**src/rtl/adc_fmt_pkg.sv**
```systemverilog
// Shared constants, FSM encoding and digit helper for the ADC decimal formatter.
package adc_fmt_pkg;

  localparam logic [7:0] ASCII_CR         = 8'h0D;
  localparam logic [7:0] ASCII_LF         = 8'h0A;
  localparam logic [7:0] ASCII_MINUS      = 8'h2D;
  localparam logic [7:0] ASCII_ZERO       = 8'h30;
  localparam logic [7:0] ERR_CHAR_DEFAULT = 8'h45;

  localparam int BCD_DIGITS = 5;

  typedef enum logic [2:0] {
    ST_IDLE   = 3'd0,
    ST_CONV   = 3'd1,
    ST_SIGN   = 3'd2,
    ST_DIGITS = 3'd3,
    ST_CR     = 3'd4,
    ST_LF     = 3'd5,
    ST_ERR    = 3'd6
  } fmt_state_e;

  // Index of the most significant non-zero digit; 0 when the value is 0.
  function automatic logic [2:0] first_digit(input logic [19:0] bcd);
    first_digit = 3'd0;
    for (int i = 1; i < BCD_DIGITS; i++) begin
      if (bcd[i*4 +: 4] != 4'd0) first_digit = 3'(i);
    end
  endfunction

endpackage

```
**src/rtl/adc_decimal_formatter_bin2bcd.sv**
```systemverilog
// 16-cycle shift-add-3 binary to 5-digit BCD converter, MSB first.
module bin2bcd_seq
  import adc_fmt_pkg::*;
(
  input  logic        clk,
  input  logic        rst_n,
  input  logic        start,
  input  logic [15:0] bin,
  output logic        done,
  output logic [19:0] bcd
);

  logic        busy_q;
  logic [3:0]  cnt_q;
  logic [15:0] sh_q;
  logic [19:0] bcd_q;
  logic [19:0] adj;

  always_comb begin
    adj = bcd_q;
    for (int i = 0; i < BCD_DIGITS; i++) begin
      if (bcd_q[i*4 +: 4] >= 4'd5) adj[i*4 +: 4] = bcd_q[i*4 +: 4] + 4'd3;
    end
  end

  // High during the cycle whose closing edge performs the last shift.
  assign done = busy_q && (cnt_q == 4'd15);
  assign bcd  = bcd_q;

  always_ff @(posedge clk or negedge rst_n) begin
    if (!rst_n) begin
      busy_q <= 1'b0;
      cnt_q  <= 4'd0;
      sh_q   <= 16'd0;
      bcd_q  <= 20'd0;
    end else if (start) begin
      busy_q <= 1'b1;
      cnt_q  <= 4'd0;
      sh_q   <= bin;
      bcd_q  <= 20'd0;
    end else if (busy_q) begin
      {bcd_q, sh_q} <= {adj, sh_q} << 1;
      cnt_q         <= cnt_q + 4'd1;
      if (cnt_q == 4'd15) busy_q <= 1'b0;
    end
  end

endmodule

```
**src/rtl/adc_decimal_formatter.sv**
```systemverilog
// Formats ADC samples as "[-]ddddd\r\n" (or an error frame) byte by byte into a UART.
module adc_decimal_formatter
  import adc_fmt_pkg::*;
#(
  parameter bit         SIGNED   = 1'b1,
  parameter logic [7:0] ERR_CHAR = ERR_CHAR_DEFAULT
) (
  input  logic        clk,
  input  logic        rst_n,
  input  logic [15:0] i_data,
  input  logic        i_valid,
  input  logic        i_error,
  output logic [7:0]  o_tx_data,
  output logic        o_tx_start,
  input  logic        i_tx_busy,
  output logic        o_busy,
  output logic        o_dropped
);

  fmt_state_e  state_q;
  logic        neg_q, lead_q, busy_q, start_q, drop_q, err_armed_q;
  logic [2:0]  dig_q;
  logic [7:0]  tx_data_q;

  logic        err_take, accept, can_issue, conv_done;
  logic [15:0] mag;
  logic [19:0] bcd;
  logic [2:0]  cur_idx;
  logic [3:0]  cur_digit;

  assign err_take  = (state_q == ST_IDLE) && i_error && err_armed_q;
  assign accept    = (state_q == ST_IDLE) && !err_take && i_valid;
  assign mag       = (SIGNED && i_data[15]) ? (~i_data + 16'd1) : i_data;
  // UART handshake: a byte is issued only when busy is low and no start pulse
  // is in flight, since the UART raises busy one cycle after seeing start.
  assign can_issue = !i_tx_busy && !start_q;
  assign cur_idx   = lead_q ? first_digit(bcd) : dig_q;
  assign cur_digit = bcd[{cur_idx, 2'b00} +: 4];

  bin2bcd_seq u_bcd (
    .clk   (clk),
    .rst_n (rst_n),
    .start (accept),
    .bin   (mag),
    .done  (conv_done),
    .bcd   (bcd)
  );

  always_ff @(posedge clk or negedge rst_n) begin
    if (!rst_n) begin
      state_q     <= ST_IDLE;
      neg_q       <= 1'b0;
      lead_q      <= 1'b0;
      busy_q      <= 1'b0;
      start_q     <= 1'b0;
      drop_q      <= 1'b0;
      err_armed_q <= 1'b1;
      dig_q       <= 3'd0;
      tx_data_q   <= 8'd0;
    end else begin
      start_q <= 1'b0;
      drop_q  <= i_valid && !accept;
      if (!i_error)      err_armed_q <= 1'b1;
      else if (err_take) err_armed_q <= 1'b0;

      case (state_q)
        ST_IDLE: begin
          if (err_take) begin
            state_q <= ST_ERR;
            busy_q  <= 1'b1;
          end else if (accept) begin
            state_q <= ST_CONV;
            busy_q  <= 1'b1;
            neg_q   <= SIGNED && i_data[15];
          end
        end
        ST_CONV: begin
          if (conv_done) begin
            state_q <= neg_q ? ST_SIGN : ST_DIGITS;
            lead_q  <= 1'b1;
          end
        end
        ST_SIGN: begin
          if (can_issue) begin
            tx_data_q <= ASCII_MINUS;
            start_q   <= 1'b1;
            state_q   <= ST_DIGITS;
          end
        end
        ST_DIGITS: begin
          if (can_issue) begin
            tx_data_q <= ASCII_ZERO | {4'd0, cur_digit};
            start_q   <= 1'b1;
            lead_q    <= 1'b0;
            if (cur_idx == 3'd0) state_q <= ST_CR;
            else                 dig_q   <= cur_idx - 3'd1;
          end
        end
        ST_ERR: begin
          if (can_issue) begin
            tx_data_q <= ERR_CHAR;
            start_q   <= 1'b1;
            state_q   <= ST_CR;
          end
        end
        ST_CR: begin
          if (can_issue) begin
            tx_data_q <= ASCII_CR;
            start_q   <= 1'b1;
            state_q   <= ST_LF;
          end
        end
        ST_LF: begin
          if (can_issue) begin
            tx_data_q <= ASCII_LF;
            start_q   <= 1'b1;
            busy_q    <= 1'b0;
            state_q   <= ST_IDLE;
          end
        end
        default: state_q <= ST_IDLE;
      endcase
    end
  end

  assign o_tx_data  = tx_data_q;
  assign o_tx_start = start_q;
  assign o_busy     = busy_q;
  assign o_dropped  = drop_q;

endmodule

```
**config.mk**
```make
export PLATFORM = sky130hd
export DESIGN_NAME = adc_decimal_formatter
export DESIGN_NICKNAME = d
export VERILOG_FILES = /design/src/rtl/adc_fmt_pkg.sv /design/src/rtl/adc_decimal_formatter_bin2bcd.sv /design/src/rtl/adc_decimal_formatter.sv
export SDC_FILE = /design/constraint.sdc
export NUM_CORES = 1
export LEC_CHECK = 0
export CAP_MARGIN = 5
export CORE_AREA = 2 2 103 105
export CTS_CLUSTER_SIZE = 16
export DETAILED_ROUTE_END_ITERATION = 8
export DIE_AREA = 0 0 105 107
export PLACE_DENSITY = 0.61
export SETUP_SLACK_MARGIN = 0.5
export SLEW_MARGIN = 20
export SYNTH_ARGS = -nofsm -noshare
export SYNTH_HDL_FRONTEND = slang
export SYNTH_HIERARCHICAL = 1
export SYNTH_SLANG_ARGS = --single-unit
```
**constraint.sdc**
```tcl
create_clock -name clk -period 2.5 [get_ports clk]
set_input_delay 0.5 -clock clk [delete_from_list [all_inputs] [get_ports clk]]
set_output_delay 0.5 -clock clk [all_outputs]
set_load 0.01 [all_outputs]
```
==> run_results.csv <==
group,metric,value,unit
layout,drive_above_1_share,25.5,%
cts,clkSlewWorstSetupHoldPaths,0.07,ns
cts,cts-hold-fix-buffers,0,
yosys,synth_ff_type,"dfrtp_1",
outcome,status,"completed",
worst_setup_path,r2r-start,"u_bcd/bcd[19]",
floorplan,start_util,39.3,%
worst_setup_path,critPathMaxFanout,4,
worst_setup_path,startpoint,"u_bcd/bcd[19]",
floorplan,die_width,105,um
floorplan,row_count,37,
sta,rsz0062_at_grt,"true",
layout,final_nets,545,
drt,routedWlPerCell,14.4,um
floorplan,ios,32,
drt,antenna_left,0,
place,io_buffers,30,
layout,syn_to_final_growth,28.7,%
yosys,synth_top_area_cell,"dfrtp_1",
yosys,postSynth.asyncResetShare,100,%
cts,cts_buffers,9,
drt,via_count,3496,
run,cap_violations,0,
drt,viasPerCell,5.38,
worst_setup_path,path_cells,"or4b_1 > buf_6 > a211oi_4 > or2_4 > inv_4 > ha_4 > inv_2 > o21ai_2 > a31o_2 > mux2_2",
worst_setup_path,crit_path_top_delay_cell,"or4b_1",
worst_setup_path,cp.arrival,2.54,ns
global_routing,grt_pass1_wl,16400,um
floorplan,die_area,0.0112,mm2
cts,clock_latency,0.35,ns
floorplan,core,0.0101,mm2
layout,num_antenna_cells,0,
cts,cts_sinks,60,
drt,dr.pass1.iters,6,
global_routing,grt_pass1_vias,3462,
drt,drtIter0Drc,182,
drt,routed_wl,9350,um
yosys,synth_seq_area_share,37.9,%
yosys,synth_edf_count,0,
power_and_ir_drop,vdd_ir_drop_max,0.498,mV
sta,setup-violations-final,0,
sta,slew_viol_final,0,
sta,fin_crit,2.30,ns
worst_setup_path,end_kind,"flip-flop",
worst_setup_path,setup.worst_path.class,"flip-flop to flip-flop",
yosys,ys_types,78,
global_routing,globalRouteOverflowTotal,0,
global_routing,antenna_found_initial,0,
worst_setup_path,startpoint_type,"flip-flop",
yosys,synth_area_leaders,"dfrtp_1 (37%), o21ai_0 (5.7%), mux2i_1 (4.5%)",
yosys,syn-instance-count,437,
yosys,yosysWarnings,6,
yosys,syn_area_per_cell,9.06,um2
yosys,synth.net_count,471,
sta,final_hold_viol_count,0,
sta,fmax,435,MHz
place,place_ws,-0.148,ns
cts,cts_tree,"built",
worst_setup_path,worstPathBufferInverterCount,3,
global_routing,grt_util_all_layers,18.0,%
sta,tightest_slew,0.679,ns
sta,setup_slack,0.200,ns
power_and_ir_drop,p_leak,2.24,nW
sta,max_slew_margin,54.7,%
hold_path,hp-class,"input pin to asynchronous set/reset pin",
sta,fin_crit_sh,92.0,%
worst_setup_path,regToRegSetupSlack,0.20,ns
worst_setup_path,critPathTopFamily,"simple AND/OR/NAND/NOR gates",
floorplan,fp.dieH,107,um
place,hpwl,6500,um
drt,route.detailed.drc,0,
global_routing,grt_max_degree,61,
power_and_ir_drop,power_density,1360,mW/mm2
sta,finClkSkew,0.0131,ns
worst_setup_path,cpPeakStageDelay,0.53,ns
place,gp_congestion,0.806,
yosys,synth_top_area_share,37.3,%
yosys,synth_area,0.00396,mm2
cts,htreeDepth,3,
cts,ctsLongestPathBuffers,2,
cts,cts_root_buffer,"clkbuf_8",
yosys,ys_ff_latch,60,
layout,final_util,50.5,%
worst_setup_path,crit_required,2.74,ns
-- registers in the layout, indices dropped and copies added (netlist names) --
signal        cells
u_bcd/bcd        20
u_bcd/sh_q       16
o_tx_data         7
u_bcd/cnt_q       4
dig_q             3
state_q           3
err_armed_q       1
lead_q            1
neg_q             1
o_busy            1
o_dropped         1
o_tx_start        1
u_bcd/busy_q      1
-- metal layers --
| metal | up-vias | track usage [%] | part of all wire (%) |
|---|---|---|---|
| met4 | 0 | 6.57 | 1.7 |
| met2 | 56 | 30.4 | 48 |
| met1 | 1691 | 23.2 | 47 |
| met3 | 14 | 3.34 | 2.9 |
| li1 | 1735 | - | - |
| met5 | - | 0 | 0 |
-- synth_stat cells, drive strengths merged, types with 3 or more instances --
cell    count
dfrtp      59
nand2      48
o21ai      46
a21oi      24
inv        21
nor2       19
mux2i      18
buf        16
ha         13
xnor2      12
clkbuf     11
nand3      11
nand2b     10
a211oi      9
xor2        9
a21boi      7
o31ai       7
or4         7
a21o        5
a31oi       5
nand4       5
nor4        5
and2        4
and3        4
mux2        4
o211ai      4
o311ai      4
o32ai       4
or2         4
nor2b       3
nor3        3
-- report_power, final --
group | internal (W) | switching (W)
logic | 0.00216 | 0.00220
clock network | 0.000345 | 0.000377
registers | 0.00142 | 0.000408
total | 0.00393 | 0.00299
-- final timing paths --
check | cells after the start | end
setup / recovery | 10 | state_q[0]
hold / removal | 2 | o_tx_data[4]
setup reg to reg | 10 | state_q[0]
hold reg to reg | 2 | err_armed_q
max in group asynchronous | 2 | u_bcd/bcd[8]
min in group clk | 2 | err_armed_q
-- stage by stage --
stage	instances	power, W	instance area (um2)	hold WS (ns)	setup TNS, ns
6_report	650	0.00691	5100	0.145	0
5_1_grt	650	0.00749	5100	0.155	0
4_1_cts	647	0.00675	5030	0.165	0
3_5_place_dp	622	0.00558	4720	0.501	-0.635
3_3_place_gp	622	0.00548	4720	0.496	-0.389
2_1_floorplan	437	0.00442	4060	0.204	0
-- what timing repair did --
item | in CTS | in global routing
resized for setup | 37 | 12
buffers inserted | 11 | 3
endpoints found under the setup margin | 22 | 23
pin swaps | 18 | 10
-- logic make-up (layout without fill, tap and decap cells) --
kind of cell               count (synthesis)  count (layout)  share of synthesized area, %
DFF                                       60              60                          37.9
and+or+nand+nor                          131             131                          17.2
AOI/OAI and AO/OA                        141             141                          24.2
buffers and inverters                     48             125                          6.03
other                                      1               1                        0.0947
xor gates and xnor gates                  21              21                          4.64
muxes                                     22              22                          5.78
adders and majority gates                 13              13                          4.11
-- layout by cell type, fill, tap and decap left out, drive strengths merged, types with 3 or more instances in the layout --
master	Yosys	layout
buf	16	65
dfrtp	59	59
nand2	48	48
o21ai	46	46
a21oi	24	24
clkdlybuf4s50	0	22
inv	21	20
nor2	19	19
mux2i	18	18
ha	13	13
xnor2	12	12
nand3	11	11
clkbuf	11	11
nand2b	10	10
xor2	9	9
a211oi	9	9
a21boi	7	7
or4	7	7
o31ai	7	7
a31oi	5	5
a21o	5	5
nand4	5	5
nor4	5	5
o32ai	4	4
and3	4	4
or2	4	4
o211ai	4	4
mux2	4	4
o311ai	4	4
and2	4	4
nor3	3	3
nor2b	3	3
dlymetal6s2s	0	3
-- worst reg2reg max path: cells and delay by family, from the launching register on --
family                   cells  cell delay [ns]
AO/OA/AOI/OAI                3             0.44
adder cells (fa/ha/maj)      1             0.16
buffers and inverters        3             0.25
flip-flops                   1             0.37
multiplexers                 1             0.27
AND/OR/NAND/NOR              2             0.70
-- final cells by class --
| class | count | area, um2 |
|---|---|---|
| Tap cell | 136 | 170 |
| Fill cell | 983 | 4990 |
| Timing Repair Buffer | 90 | 774 |
| Clock inverter | 3 | 17.5 |
| Sequential cell | 60 | 1510 |
| Clock buffer | 11 | 131 |
| Inverter | 21 | 85.1 |
| Multi-Input combinational cell | 329 | 2410 |
Power figures use the tool's default switching activity.
